==> config.mk <==
export PLATFORM = sky130hd
export DESIGN_NAME = psd_frame_ctrl_flat
export DESIGN_NICKNAME = d
export VERILOG_FILES = /design/src/rtl/psd_pkg.sv /design/src/rtl/psd_frame_ctrl_if.sv /design/src/rtl/psd_out_reg.sv /design/src/rtl/psd_frame_ctrl.sv /design/src/flat_wrapper.sv
export SDC_FILE = /design/constraint.sdc
export NUM_CORES = 1
export LEC_CHECK = 0
export CAP_MARGIN = 15
export CORE_AREA = 2 2 79 81
export CTS_BUF_LIST = sky130_fd_sc_hd__clkbuf_8
export DETAILED_ROUTE_END_ITERATION = 8
export DIE_AREA = 0 0 81 83
export PLACE_DENSITY = 0.69
export SLEW_MARGIN = 40
export SYNTH_ARGS = -nofsm -noshare
export SYNTH_HDL_FRONTEND = slang
export SYNTH_SLANG_ARGS = --single-unit
==> constraint.sdc <==
create_clock -name clk -period 3.16 [get_ports clk]
set_clock_uncertainty 0.15 [all_clocks]
set_input_delay 0.316 -clock clk [delete_from_list [all_inputs] [get_ports clk]]
set_output_delay 0.316 -clock clk [all_outputs]
set_load 0.1 [all_outputs]
==> src/rtl/psd_pkg.sv <==
// Shared types and defaults for the PSD frame controller.
// Holds the control FSM state type and default sizing.
package psd_pkg;

    localparam int PSD_W       = 16;
    localparam int PSD_N       = 256;
    localparam int PSD_MAX_AVG = 64;

    typedef enum logic [1:0] {
        IDLE,
        RUN,
        WAIT,
        DONE
    } psd_ctrl_state_t;

endpackage

==> src/rtl/psd_frame_ctrl_if.sv <==
// Sample streams between source, frame controller and datapath.
// slave = controller side, master = source/sink side.
interface psd_frame_ctrl_if
    import psd_pkg::*;
#(
    parameter int W = PSD_W,
    parameter int N = PSD_N
);

    logic [W-1:0]         s_data;
    logic                 s_valid;
    logic                 s_ready;
    logic [W-1:0]         m_data;
    logic                 m_valid;
    logic                 m_ready;
    logic [$clog2(N)-1:0] win_addr;
    logic                 m_last;
    logic                 m_avg_last;

    modport master (
        output s_data, s_valid, m_ready,
        input  s_ready, m_data, m_valid,
        input  win_addr, m_last, m_avg_last
    );

    modport slave (
        input  s_data, s_valid, m_ready,
        output s_ready, m_data, m_valid,
        output win_addr, m_last, m_avg_last
    );

endinterface

==> src/rtl/psd_out_reg.sv <==
// Output register stage: holds one sample plus its window index
// and frame flags until the downstream datapath accepts it.
module psd_out_reg #(
    parameter int W = 16,
    parameter int N = 256
) (
    input  logic                 clk,
    input  logic                 reset_n,
    input  logic                 clr,
    input  logic                 load,
    input  logic [W-1:0]         in_data,
    input  logic [$clog2(N)-1:0] in_addr,
    input  logic                 in_last,
    input  logic                 in_avg_last,
    input  logic                 m_ready,
    output logic [W-1:0]         m_data,
    output logic [$clog2(N)-1:0] win_addr,
    output logic                 m_valid,
    output logic                 m_last,
    output logic                 m_avg_last,
    output logic                 can_load
);

    assign can_load = !m_valid || m_ready;

    always_ff @(posedge clk) begin
        if (!reset_n) begin
            m_data     <= '0;
            win_addr   <= '0;
            m_valid    <= 1'b0;
            m_last     <= 1'b0;
            m_avg_last <= 1'b0;
        end else if (clr) begin
            m_valid    <= 1'b0;
            m_last     <= 1'b0;
            m_avg_last <= 1'b0;
        end else if (load) begin
            m_data     <= in_data;
            win_addr   <= in_addr;
            m_valid    <= 1'b1;
            m_last     <= in_last;
            m_avg_last <= in_avg_last;
        end else if (m_ready) begin
            m_valid    <= 1'b0;
            m_last     <= 1'b0;
            m_avg_last <= 1'b0;
        end
    end

endmodule

==> src/rtl/psd_frame_ctrl.sv <==
// Frame sequencer for PSD averaging: slices the input stream into
// N-sample frames and waits for the datapath between frames.
module psd_frame_ctrl
    import psd_pkg::*;
#(
    parameter int W       = PSD_W,
    parameter int N       = PSD_N,
    parameter int MAX_AVG = PSD_MAX_AVG
) (
    input  logic                       clk,
    input  logic                       reset_n,
    input  logic                       start,
    input  logic                       abort,
    input  logic [$clog2(MAX_AVG):0]   num_avg,
    psd_frame_ctrl_if.slave            bus,
    input  logic                       dp_frame_done,
    output logic                       busy,
    output logic                       done
);

    localparam int SW = $clog2(N);
    localparam int AW = $clog2(MAX_AVG) + 1;

    psd_ctrl_state_t state, state_n;

    logic [SW-1:0] scnt;
    logic [AW-1:0] fcnt;
    logic [AW-1:0] avg_n;
    logic [AW-1:0] avg_in;
    logic          pend;
    logic          can_load;
    logic          s_rdy;
    logic          xfer;
    logic          scnt_end;
    logic          f_end;
    logic          mv;
    logic          ml;
    logic          fd_hit;

    assign s_rdy       = (state == RUN) && can_load;
    assign bus.s_ready = s_rdy;
    assign bus.m_valid = mv;
    assign bus.m_last  = ml;
    assign xfer        = bus.s_valid && s_rdy;
    assign scnt_end    = (scnt == SW'(N - 1));
    assign f_end       = (fcnt == avg_n - 1'b1);
    assign busy        = (state == RUN) || (state == WAIT);
    assign done        = (state == DONE);

    // A frame completion only counts once its m_last has left the register.
    assign fd_hit = (state == WAIT) && (dp_frame_done || pend)
                    && !(mv && ml);

    always_comb begin
        avg_in = num_avg;
        if (num_avg == '0)
            avg_in = AW'(1);
        else if (num_avg > AW'(MAX_AVG))
            avg_in = AW'(MAX_AVG);
    end

    always_ff @(posedge clk) begin
        if (!reset_n)
            state <= IDLE;
        else
            state <= state_n;
    end

    always_comb begin
        state_n = state;
        unique case (state)
            IDLE:    if (start) state_n = RUN;
            RUN:     if (xfer && scnt_end) state_n = WAIT;
            WAIT:    if (fd_hit) state_n = f_end ? DONE : RUN;
            DONE:    state_n = IDLE;
            default: state_n = IDLE;
        endcase
        if (abort)
            state_n = IDLE;
    end

    always_ff @(posedge clk) begin
        if (!reset_n || abort) begin
            scnt  <= '0;
            fcnt  <= '0;
            avg_n <= '0;
            pend  <= 1'b0;
        end else begin
            if (state == IDLE && start) begin
                avg_n <= avg_in;
                scnt  <= '0;
                fcnt  <= '0;
                pend  <= 1'b0;
            end
            if (xfer)
                scnt <= scnt + 1'b1;
            if (fd_hit) begin
                pend <= 1'b0;
                if (!f_end)
                    fcnt <= fcnt + 1'b1;
            end else if (state == WAIT && dp_frame_done) begin
                pend <= 1'b1;
            end
        end
    end

    psd_out_reg #(
        .W (W),
        .N (N)
    ) u_out (
        .clk         (clk),
        .reset_n     (reset_n),
        .clr         (abort),
        .load        (xfer),
        .in_data     (bus.s_data),
        .in_addr     (scnt),
        .in_last     (scnt_end),
        .in_avg_last (scnt_end && f_end),
        .m_ready     (bus.m_ready),
        .m_data      (bus.m_data),
        .win_addr    (bus.win_addr),
        .m_valid     (mv),
        .m_last      (ml),
        .m_avg_last  (bus.m_avg_last),
        .can_load    (can_load)
    );

endmodule

==> src/flat_wrapper.sv <==
// flat-port wrapper written by rule: the top's interface ports become plain ports
module psd_frame_ctrl_flat import psd_pkg::*;
#(
    parameter int W       = PSD_W,
    parameter int N       = PSD_N,
    parameter int MAX_AVG = PSD_MAX_AVG
)
  (clk, reset_n, start, abort, num_avg, dp_frame_done, busy, done, bus_s_data, bus_s_valid, bus_m_ready, bus_s_ready, bus_m_data, bus_m_valid, bus_win_addr, bus_m_last, bus_m_avg_last);
  psd_frame_ctrl_if #(.W(W), .N(N)) bus_i ();
  input  logic clk;
  input  logic reset_n;
  input  logic start;
  input  logic abort;
  input  logic [$clog2(MAX_AVG):0] num_avg;
  input  logic dp_frame_done;
  output logic busy;
  output logic done;
  input wire logic [$bits(bus_i.s_data)-1:0] bus_s_data;
  input wire logic [$bits(bus_i.s_valid)-1:0] bus_s_valid;
  input wire logic [$bits(bus_i.m_ready)-1:0] bus_m_ready;
  output wire logic [$bits(bus_i.s_ready)-1:0] bus_s_ready;
  output wire logic [$bits(bus_i.m_data)-1:0] bus_m_data;
  output wire logic [$bits(bus_i.m_valid)-1:0] bus_m_valid;
  output wire logic [$bits(bus_i.win_addr)-1:0] bus_win_addr;
  output wire logic [$bits(bus_i.m_last)-1:0] bus_m_last;
  output wire logic [$bits(bus_i.m_avg_last)-1:0] bus_m_avg_last;
  assign bus_i.s_data = bus_s_data;
  assign bus_i.s_valid = bus_s_valid;
  assign bus_i.m_ready = bus_m_ready;
  assign bus_s_ready = bus_i.s_ready;
  assign bus_m_data = bus_i.m_data;
  assign bus_m_valid = bus_i.m_valid;
  assign bus_win_addr = bus_i.win_addr;
  assign bus_m_last = bus_i.m_last;
  assign bus_m_avg_last = bus_i.m_avg_last;
  psd_frame_ctrl #(.W(W), .N(N), .MAX_AVG(MAX_AVG)) u_core (.clk(clk), .reset_n(reset_n), .start(start), .abort(abort), .num_avg(num_avg), .bus(bus_i), .dp_frame_done(dp_frame_done), .busy(busy), .done(done));
endmodule
After elaboration in Yosys (flattened, before gate mapping)
Index checks and enable logic that the tools add are counted.
- bitwise operators: 2
- equal/unequal tests: 8
- multipliers: 0
- mux-type cells: 18
- shift-type cells: 0
- divide/modulo/power cells: 0
- reduce and logical (&&, ||, !) cells: 25
- magnitude comparators: 1
- add/sub/neg operators: 3
- operators with widths (kind ; count):
    $mux W7 ; 5
    $mux W8 ; 2
    $logic_and A1 B1 Y1 ; 9
    $add A8 B1 Y8 const B ; 1
    $eq A8 B8 Y1 const B ; 1
    $mux W2 ; 4
    $pmux W2 S4 ; 1
    $add A7 B1 Y7 const B ; 1
    $eq A7 B7 Y1 ; 1
    $gt A7 B7 Y1 const B ; 1
    $logic_not A7 Y1 ; 1
    $sub A7 B1 Y7 const B ; 1
    $mux W1 ; 6
    $reduce_bool A2 Y1 ; 3
    $eq A2 B2 Y1 const B ; 2
    $logic_or A1 B1 Y1 ; 4
    $ne A2 B2 Y1 const B ; 2
    $reduce_or A2 Y1 ; 2
    $logic_not A1 Y1 ; 3
    $reduce_and A3 Y1 ; 1
    $eq A2 B1 Y1 const B ; 1
    $logic_not A2 Y1 ; 1
    $ne A2 B1 Y1 const B ; 1
    $not A1 Y1 ; 2
    $reduce_and A2 Y1 ; 1
- input bits: 30
- memory bits (read-only): 0
- output and inout port bits: 30
- register bits: 52
- memories kept: 0
- word-level logic and storage cells: 67
- bits in writable memories: 0
- bits in latches: 0

Logic depth before layout (Yosys ltp)
- depth after elaboration: 7
- depth in mapped cells: 9
- depth with buffers taken out: 8

By module
A second synthesis with hierarchy kept.
- cells, all modules: 294
- area, all modules: 2668.8 um^2
- by module, submodules not included (module ; instances ; area each (um^2) ; cells each ; seq. area each (um^2)):
    psd_frame_ctrl ; 1 ; 1501.4 ; 175 ; 500.5
    psd_out_reg ; 1 ; 1167.4 ; 119 ; 540.5

Worst setup path before layout
OpenSTA, ideal clock, no wires.
- path kind: reg-to-reg
- from: register u_core.u_out.m_valid
- to: register u_core.u_out.m_data[0]
- setup time: 0.076 ns
- path buffers: 3
- slack: 0.621 ns
- cell stages (with the launch flop): 9
- data required time: 2.934 ns
- arrival time: 2.313 ns
- period minus slack after synthesis: 2.539 ns
- cells stage by stage: dfxtp_1 nand2b_1 and3_1 clkbuf_1 nand2b_1 clkbuf_1 clkbuf_1 nand2_1 a21boi_0
- longest elaborated chain between the ends: 5
- ends and longest elaborated chain (what ; line ; RTL):
    start: declaration ; psd_out_reg.sv:18 ; output logic m_valid,
    start signal: assignment ; psd_out_reg.sv:30 ; m_valid <= 1'b0;
    start signal: assignment ; psd_out_reg.sv:34 ; m_valid <= 1'b0;
    start signal: assignment ; psd_out_reg.sv:40 ; m_valid <= 1'b1;
    $logic_not A1 Y1 ; psd_out_reg.sv:24 ; assign can_load = !m_valid || m_ready;
    $logic_or A1 B1 Y1 ; psd_out_reg.sv:24 ;
    $logic_and A1 B1 Y1 ; psd_frame_ctrl.sv:40 ; assign s_rdy = (state == RUN) && can_load;
    $logic_and A1 B1 Y1 ; psd_frame_ctrl.sv:44 ; assign xfer = bus.s_valid && s_rdy;
    $reduce_and A2 Y1 (no line) ; n/a ;
    end signal: assignment ; psd_out_reg.sv:38 ; m_data <= in_data;
    end: declaration ; psd_out_reg.sv:16 ; output logic [W-1:0] m_data,
Every way passes these cells.
A chain may end at the register's enable or synchronous reset.

Worst setup path after layout
- from: register u_core.avg_n[0]
- to: register u_core.fcnt[6]
- longest elaborated chain between the ends: 4
- ends and longest elaborated chain (what ; line ; RTL):
    start: declaration ; psd_frame_ctrl.sv:28 ; logic [AW-1:0] avg_n;
    start signal: assignment ; psd_frame_ctrl.sv:90 ; avg_n <= avg_in;
    $sub A7 B1 Y7 ; psd_frame_ctrl.sv:46 ; assign f_end = (fcnt == avg_n - 1'b1);
    $eq A7 B7 Y1 ; psd_frame_ctrl.sv:46 ;
    $mux W7 ; psd_frame_ctrl.sv:99 ; if (!f_end)
    $mux W7 ; psd_frame_ctrl.sv:97 ; if (fd_hit) begin
    end signal: assignment ; psd_frame_ctrl.sv:100 ; fcnt <= fcnt + 1'b1;
    end: declaration ; psd_frame_ctrl.sv:27 ; logic [AW-1:0] fcnt;
Every way passes these cells.

==> flow_metrics.py <==
metrics = {
    "cts": {
        "cts_resized": 0,
        "htree_levels": 2,
        "cts_setup_buffers": 0,
        "clockRootBuffer": "clkbuf_8",
        "clockBufferDepth": 2,
        "clock_latency_ns": 0.30,
        "cts_made_buffers": 5,
        "tritoncts": "built",
        "cts_sinks": 52,
        "clkSlewWorstSetupHoldPaths_ns": 0.09,
        "cts_hold_buf": 0,
    },
    "finish": {
        "final_common_cell": "nand2_1",
        "syn2layout_area_growth_pct": 25.6,
        "final_cell_mix": "nand2_1, dfxtp_1, clkdlybuf4s50_1",
        "n_antenna_cell": 0,
        "finish.instance_area_sq_um": 3220,
        "finalNetCount": 402,
        "drive_gt1_frac": 0.140,
        "layoutNonFillerInstCount": 439,
    },
    "route": {
        "drt_wl_total_um": 5660,
        "dr.pass1.iters": 4,
        "vias": 2277,
        "wire_per_inst_um": 12.9,
        "via_per_inst": 5.19,
        "ant_nets": 0,
        "drt-initial-drc-count": 128,
        "drc": 0,
    },
    "placed_design": {
        "dp_hpwl_um": 4090,
        "place_ws_ns": 0.514,
        "placedCellCount": 432,
        "place_congestion": 0.836,
        "placed_area_sq_um": 3100,
        "portBuffers": 59,
    },
    "pwr": {
        "p_clk_frac": 0.388,
        "power_leakage_nw": 1.26,
        "comb_power_share": 0.120,
        "powerDensity_nw_per_um2": 421,
        "sw_frac_of_total": 0.234,
        "p_switching_uw": 317,
        "seq_power_share": 0.492,
        "ir_drop_mv": 0.249,
        "p_int_mw": 1.04,
    },
    "logic_synthesis": {
        "syn_avg_cell_area_sq_um": 8.28,
        "syn_area_sq_um": 2570,
        "yosys_warnings": 0,
        "synth_cell_types": 50,
        "syn_inst": 310,
        "async_flop_share": 0,
        "synth-edff-count": 0,
        "syn_nets": 348,
        "synthFlopType": "dfxtp_1",
        "ys_seq_elements": 52,
        "synth-seq-area-share": 0.405,
    },
    "critical_path": {
        "cp-end-kind": "register",
        "cp_cell_sequence": "inv_1 > ha_1 > or4_4 > nor3_4 > nor4_4 > o31ai_4 > nor3_1 > a211o_1",
        "max_stage_delay_ns": 0.50,
        "worst_ep_required_time_ns": 3.20,
        "cp_slowest_cell": "dfxtp_1",
        "startpoint_type": "register",
        "crit_arrival_ns": 2.72,
        "crit_path_max_fanout": 10,
        "path_class": "reg2reg",
    },
    "global_routing": {
        "grt_pass1_wl_um": 9480,
        "antenna_found_initial": 0,
        "groute.usage.overall": 0.175,
        "grt_pass1_vias": 2088,
        "grt-ovfl-total": 0,
        "grt_max_degree": 26,
    },
    "die": {
        "io_pins": 60,
        "rows": 28,
        "start_util": 0.441,
        "core_area_sq_um": 5820,
        "die_y_um": 83,
        "dieArea_sq_um": 6720,
        "die_w_um": 81,
    },
    "sta": {
        "fmax_mhz": 373,
        "min_period_ns": 2.68,
        "finalSetupViolCount": 0,
        "relSlewSlack": 0.623,
        "finalHoldViolations": 0,
        "post-route-period-util": 0.848,
        "setup-tns-final_ns": 0,
        "grt_setup_unrepaired": "no",
        "maxSlewViolCount": 0,
        "worstMarginPinSlew_ns": 0.564,
        "timing.final.ws_setup_ns": 0.479,
    },
    "flow_run": {
        "maxCapViolations": 0,
    },
    "run_status": {
        "outcome": "complete, no violations",
    },
    "min_path": {
        "hold_class": "reg2reg",
    },
}
cell families after synthesis:
family          Yosys count  synth area share
compound gates           75             0.204
xor+xnor                  7            0.0239
fa+ha+maj                 8            0.0390
buf+inv                  22            0.0429
flops                    52             0.405
mux                       2           0.00780
simple gates            144             0.277
worst paths after layout:
kind | startpoint | to | slack [ns] | depth (start not counted)
hold / removal | u_core.u_out.m_data[4] | u_core.u_out.m_data[4] | 0.31 | 2
hold reg to reg | u_core.u_out.m_data[4] | u_core.u_out.m_data[4] | 0.31 | 2
setup reg to reg | u_core.avg_n[0] | u_core.fcnt[6] | 0.48 | 8
setup / recovery | u_core.avg_n[0] | u_core.fcnt[6] | 0.48 | 8
power by group through the flow:
stage	clock network (mW)	logic [mW]	registers (mW)
floorplan	0	0.0809	0.704
global placement	0	0.164	0.683
detailed placement	0	0.164	0.683
CTS	0.540	0.165	0.668
global route	0.570	0.176	0.669
finish	0.527	0.163	0.668
worst max-delay path: cells and delay by family, from the launching register on:
kind | cells | cell delay (ns)
AND/OR/NAND/NOR | 4 | 0.78
buffers and inverters | 1 | 0.08
AO/OA/AOI/OAI | 2 | 0.75
adder cells (fa/ha/maj) | 1 | 0.30
flip-flops | 1 | 0.50
stage by stage:
step / hold WS, ns / total power, mW / util
5_1_grt: 0.330 / 1.42 / 0.554
2_1_floorplan: 0.298 / 0.785 / -
6_report: 0.313 / 1.36 / 0.554
4_1_cts: 0.318 / 1.37 / 0.554
3_5_place_dp: 0.304 / 0.847 / 0.532
3_3_place_gp: 0.299 / 0.847 / 0.542
layout make-up:
cell class,count,area (sq um)
multi-input combinational,236,1420
clock buffer,5,68.8
inverter,5,18.8
timing repair buffer,64,526
fill,581,2590
tap,75,93.8
sequential,52,1040
clock inverter,2,60.1
flip-flops by register name (all words and copies together) (netlist names):
name,count
u_core.avg_n,7
u_core.fcnt,7
u_core.pend,1
u_core.scnt,8
u_core.state,2
u_core.u_out.m_avg_last,1
u_core.u_out.m_data,16
u_core.u_out.m_last,1
u_core.u_out.m_valid,1
u_core.u_out.win_addr,8
metal layers:
| metal | track usage | share of wire |
|---|---|---|
| met1 | 0.226 | 0.47 |
| met2 | 0.284 | 0.47 |
| met3 | 0.0565 | 0.060 |
| met4 | 0.0324 | 0.0044 |
| met5 | 0 | 0 |
synthesized netlist by cell type (all sizes together) (2+ instances only):
cell,number,share of area
o211ai,2,0.0058
and2,2,0.0049
xnor2,4,0.014
a211o,4,0.014
nand3b,2,0.0058
nor2,24,0.035
o21bai,2,0.0058
mux2i,2,0.0078
nand3,10,0.019
a21boi,24,0.070
o21ai,8,0.016
a21o,2,0.0058
clkbuf,12,0.018
nand2,65,0.095
and3,6,0.015
o21ba,2,0.0078
nor3b,7,0.020
xor2,3,0.010
o31ai,2,0.011
nor3,11,0.028
inv,5,0.0073
buf,5,0.018
nand2b,5,0.012
ha,8,0.039
a21oi,20,0.039
dfxtp,52,0.41
nor2b,3,0.0073
Power figures use the tool's default switching activity.
==> edit 1, RTL diff (config.mk and constraints unchanged) <==
Make the reset (`reset_n`) asynchronous in 2 clocked blocks.
--- a/src/rtl/psd_out_reg.sv
+++ b/src/rtl/psd_out_reg.sv
@@ -24,5 +24,5 @@
     assign can_load = !m_valid || m_ready;
 
-    always_ff @(posedge clk) begin
+    always_ff @(posedge clk or negedge reset_n) begin
         if (!reset_n) begin
             m_data     <= '0;
--- a/src/rtl/psd_frame_ctrl.sv
+++ b/src/rtl/psd_frame_ctrl.sv
@@ -60,5 +60,5 @@
     end
 
-    always_ff @(posedge clk) begin
+    always_ff @(posedge clk or negedge reset_n) begin
         if (!reset_n)
             state <= IDLE;
Function: differs if reset_n is asserted again (counterexample within 4 cycles, from zero or initial values and one cycle with reset_n low); with reset_n held inactive, the same outputs for 10 cycles.
==> edit 1 against the unedited design <==
Sequential cell count unchanged; highest routed layer unchanged; synthesized cell count decreased by 18%; area after synthesis increased by 0.24%; largest cell class unchanged; design area increased by 0.27%; count of clock-buffer cells in the layout unchanged; wire length decreased by 2.0%; worst setup slack got worse by 15 ps; non-clock buffer count increased by 1.
Power is not compared: it rests on default switching activity, and its combinational part moved more than twofold at a synthesized area within 25%.
==> edit 1: results (changes against the unedited design) <==
1st-pass router iterations -> 4 (unchanged)
gr usage total -> 17.83% (+0.38 points)
post-synthesis sequential area ratio -> 46.09% (+5.5 points)
clock-pin slew on the worst setup and hold paths -> 90 ps (about the same)
Filler Cell Count -> 563 (-3.1%)
P_int -> 1.284 mW
Hold Path Class -> input port to async pin
syn_nets -> 290 (-17%)
clk_lat worst skew -> 300 ps (about the same)
1st-iter DRT viols -> 89 (-30%)
Largest regs -> u_core.u_out.m_data (16), u_core.scnt (8), u_core.u_out.win_addr (8)
via count -> 2093 (-8.1%)
Num CTS Buffers -> 5 (unchanged)
CP max FO -> 11 (+1)
Primary FF master, synth -> dfrtp_1
most common library cells after synthesis -> dfrtp_1, dfxtp_1, a21oi_1
H-tree depth -> 2 (unchanged)
share of cells above drive strength 1 -> 22.04% (+8.0 points)
Routed Antenna Nets -> 0 (unchanged)
Worst Path Arrival -> 2740 ps (+20 ps)
first-pass GRT wire length -> 9804 um (+3.4%)
CTS Root Cell -> clkbuf_8
ANT cells -> 0 (unchanged)
HPWL after DPL -> 4139 um (+1.3%)
status -> completed
Worst Setup Path Type -> flip-flop to flip-flop
setup bufs post-CTS -> 0 (unchanged)
top-area cell type share of the netlist area -> 28.20% (-12 points)
Max Buffers Root-to-Sink -> 2 (unchanged)
antenna violations before repair -> 0 (unchanged)
RePlAce Congestion -> 0.8924 (+6.8%)
Synth Warn # -> 0 (unchanged)
total wire length -> 5543 um (-2.0%)
I/O Buffers -> 59 (unchanged)
worst IR drop on VDD -> 0.9415 mV
Post-CTS Resized -> 0 (unchanged)
largest net degree at the start of global routing -> 24 (-7.7%)
library cells used by synthesis -> 54 (+8.0%)
vias in the first global route -> 2189 (+4.8%)
# DRC -> 0 (unchanged)
Post-synth ARST share -> 55.77% (+56 points)
slew of the pin with the lowest slew margin -> 569.3 ps (+5.310 ps)
total leakage power -> 1.377 nW
final net count -> 349 (-13%)
top cells by area, synth -> dfrtp_1, dfxtp_1, mux2_2
edit 1: changes by cell type after synthesis, moves of 4 or more:
cell / delta
a21boi_0: -24
mux2_2: +18
dfxtp_1: -29
clkbuf_1: -8
a221o_1: +5
dfrtp_1: +29
nor2_1: -4
nand2_1: -50
mux2_1: +7
edit 1: final timing paths:
path / start / endpoint / slack [ps] / cells past startpoint
max in group asynchronous: reset_n / u_core.u_out.m_data[1] / 2100 / 2
setup / recovery: u_core.avg_n[0] / u_core.fcnt[2] / 460 / 9
hold reg to reg: u_core.avg_n[6] / u_core.avg_n[6] / 320 / 2
hold / removal: reset_n / u_core.state[0] / 140 / 1
setup reg to reg: u_core.avg_n[0] / u_core.fcnt[2] / 460 / 9
min in group clk: u_core.avg_n[6] / u_core.avg_n[6] / 320 / 2
edit 1: worst max-delay path, cell delays in order (launching register included):
cell	delay (ps)
dfxtp_1	510
inv_1	80
ha_1	280
nor4b_1	170
and4_1	220
nor4_2	230
nor3_2	80
buf_4	180
o211a_1	310
a221o_1	370
edit 1: area by class of cell:
type / instances / area share, %
Clock buffer: 5 / 2.128
Sequential cell: 52 / 36.69
Tap cell: 75 / 2.902
Multi-Input combinational cell: 184 / 40.17
Timing Repair Buffer: 65 / 17.18
Inverter: 4 / 0.4644
Clock inverter: 3 / 0.4644
edit 1: logic make-up (layout without fill, tap and decap cells):
family                     count (synthesis)  after routing  synth area share, %
DFF                                       52             52                46.09
muxes                                     27             27                11.72
xor gates and xnor gates                   7              7                2.382
adders and majority gates                  7              7                3.403
buffers and inverters                     17             77                3.451
AOI/OAI and AO/OA                         51             51                13.08
and+or+nand+nor                           92             92                19.88
edit 1: power groups by stage:
stage / Clock [mW] / Sequential [mW] / Combinational [mW]
global placement: 0 / 0.866 / 1.59
CTS: 0.379 / 0.853 / 1.56
detailed placement: 0 / 0.867 / 1.56
global route: 0.403 / 0.872 / 1.62
floorplan: 0 / 1.65 / 0.457
finish: 0.364 / 0.852 / 1.55
edit 1: metal layers:
layer  global-route usage (%)  vias to the layer above  wire length (um)
met5                        0                        -                 0
met4                    5.393                        0                85
met3                    4.565                        7               298
met2                    29.68                       49              2667
met1                    22.45                     1003              2492
li1                         -                     1034                 -
edit 1: stage by stage:
step | cell area (um2) | worst slack, ps | power [mW] | cells | hold slack (ps)
5_1_grt | 3233 | 242.3 | 2.897 | 388 | 152.1
3_3_place_gp | 3184 | 590.8 | 2.458 | 380 | 308.9
2_1_floorplan | 2574 | 514.7 | 2.110 | 253 | -129.6
6_report | 3233 | 464.2 | 2.767 | 388 | 137.0
4_1_cts | 3233 | 465.3 | 2.793 | 388 | 152.0
3_5_place_dp | 3149 | 490.5 | 2.424 | 380 | 311.8
==> edit 2, RTL diff (same flow settings) <==
Without the edit above. Set the package constant `PSD_N` to 128 (it was 256).
--- a/src/rtl/psd_pkg.sv
+++ b/src/rtl/psd_pkg.sv
@@ -4,5 +4,5 @@
 
     localparam int PSD_W       = 16;
-    localparam int PSD_N       = 256;
+    localparam int PSD_N       = 128;
     localparam int PSD_MAX_AVG = 64;
 
Ports: changed (resized bus_win_addr); port bits go from 60 to 59. The function was not compared with the original's and may differ.
==> edit 2 against the unedited design <==
Sequential cell count shrank 2; sequential share of layout area shrank 0.092 points; worst setup slack lost 80 ps; core utilization shrank 2.0 points; wire length shrank 2.4%; area after synthesis shrank 3.7%; design area shrank 3.6%; power shrank 6.5%; critical path type unchanged.
==> edit 2: results (changes against the unedited design) <==
metal2 WL -> 2499 um (-5.5%)
vias in the first global route -> 2117 (+1.4%)
status -> completed
Post-synth ARST share -> 0% (unchanged)
CP max FO -> 9 (-1)
final net count -> 387 (-3.7%)
Num CTS Buffers -> 5 (unchanged)
r2r worst-path depth -> 9 (+1)
top cells by area, synth -> dfxtp_1, nand2_1, a21boi_0
library cells used by synthesis -> 51 (+2.0%)
Hold Path Class -> flip-flop to flip-flop
CTS Root Cell -> clkbuf_8
largest net degree at the start of global routing -> 24 (-7.7%)
RePlAce Congestion -> 0.8342 (-0.19%)
drt via density -> 5.125 (-1.2%)
Filler Cell Count -> 587 (+1.0%)
top routing layer used -> met4
WHS Endpoint -> u_core.u_out.m_data[15]
Hold Startpoint -> u_core.u_out.m_data[15]
setup bufs post-CTS -> 0 (unchanged)
Max Buffers Root-to-Sink -> 2 (unchanged)
post-synthesis sequential area ratio -> 40.49% (-0.060 points)
first-pass GRT wire length -> 9542 um (+0.65%)
met1 WL -> 2640 um (-0.23%)
ANT cells -> 0 (unchanged)
total leakage power -> 1.193 nW (-5.3%)
Primary FF master, synth -> dfxtp_1
met3 routed WL -> 317 um (-6.8%)
max reg flops -> 16 (unchanged)
reg2reg setup slack -> 400 ps (-80 ps)
clock-pin slew on the worst setup and hold paths -> 100 ps
1st-pass router iterations -> 4 (unchanged)
gr usage total -> 17.20% (-0.25 points)
P_int -> 941.9 uW (-9.5%)
Reg with most FFs -> u_core.u_out.m_data
syn_nets -> 333 (-4.3%)
antenna violations before repair -> 0 (unchanged)
clk_lat worst skew -> 310 ps
most common library cells after synthesis -> nand2_1, dfxtp_1, a21boi_0
reg-to-reg startpoint -> u_core.avg_n[0]
total wire length -> 5520 um (-2.4%)
1st-iter DRT viols -> 77 (-40%)
Synth Warn # -> 0 (unchanged)
share of cells above drive strength 1 -> 15.14% (+1.1 points)
slew of the pin with the lowest slew margin -> 602.2 ps (+38.27 ps)
Hold Path Depth -> 2 (unchanged)
# DRC -> 0 (unchanged)
H-tree depth -> 2 (unchanged)
worst IR drop on VDD -> 0.2669 mV (+7.0%)
Worst Path Arrival -> 2810 ps (+90 ps)
Post-CTS Resized -> 0 (unchanged)
I/O Buffers -> 58 (-1.7%)
HPWL after DPL -> 3966 um (-2.9%)
Reg2Reg Capture Point -> u_core.fcnt[2]
## edit 2: changes by cell type after synthesis, sizes merged, moves of 3 or more
cell   unedited run  this run
nand2            65        59
a221o             0         4
a211o             4         1
and3              6         3
## edit 2: area by class of cell
type                    count  area share, %
clock buffers               5          2.213
flip-flops and latches     50          32.19
clock inverters             3          1.408
inverters                   5         0.6036
multi-input cells         223          43.50
repair buffers             64          17.06
well taps                  75          3.018
## edit 2: cells by family (layout without fill, tap and decap cells)
| logic type | after synthesis | in the layout | share of synthesized area (%) |
|---|---|---|---|
| mux | 3 | 3 | 1.265 |
| fa+ha+maj | 8 | 8 | 4.049 |
| simple gates | 131 | 131 | 25.41 |
| xor+xnor | 7 | 7 | 2.480 |
| compound gates | 74 | 74 | 21.51 |
| flops | 50 | 50 | 40.49 |
| buf+inv | 22 | 77 | 4.808 |
## edit 2: power by group through the flow
stage,logic (mW),registers (mW),clock network (mW)
global placement,0.163,0.657,0
finish,0.162,0.643,0.465
floorplan,0.0790,0.679,0
detailed placement,0.163,0.657,0
CTS,0.163,0.643,0.472
global route,0.176,0.644,0.496
## edit 2: worst max-delay path by stage
stage                                     from                endpoint  slack (ps)
after floorplan           u_core.u_out.m_valid  u_core.u_out.m_data[0]         760
after global placement         u_core.avg_n[0]          u_core.fcnt[2]         520
after detailed placement       u_core.avg_n[0]          u_core.fcnt[5]         440
after CTS                      u_core.avg_n[0]          u_core.fcnt[2]         410
after global routing           u_core.avg_n[0]          u_core.fcnt[2]         150
final                          u_core.avg_n[0]          u_core.fcnt[2]         400
## edit 2: worst max-delay path: stages (launching register included)
cell and delay, ps:
dfxtp_1 480, inv_1 90, ha_1 300, o21ba_1 210, a221oi_1 280, a41oi_1 110, a2111oi_4 480, buf_4 230
nor4b_1 50, a221o_1 260
## edit 2: routing by layer
metal	vias up	global-route usage, %
met5	-	0
met4	0	5.085
met3	9	4.565
met2	52	27.42
met1	983	22.59
li1	1134	-
## edit 2: through the flow
step | power [mW] | instance area, um2 | setup WS (ps) | std cells | hold WS, ps
6_report | 1.269 | 3109 | 399.2 | 425 | 316.9
2_1_floorplan | 0.7581 | 2472 | 755.4 | 295 | 298.1
4_1_cts | 1.278 | 3109 | 407.8 | 425 | 316.9
3_5_place_dp | 0.8199 | 2997 | 441.6 | 417 | 303.3
5_1_grt | 1.317 | 3109 | 152.9 | 425 | 339.9
3_3_place_gp | 0.8200 | 3042 | 518.2 | 417 | 299.1
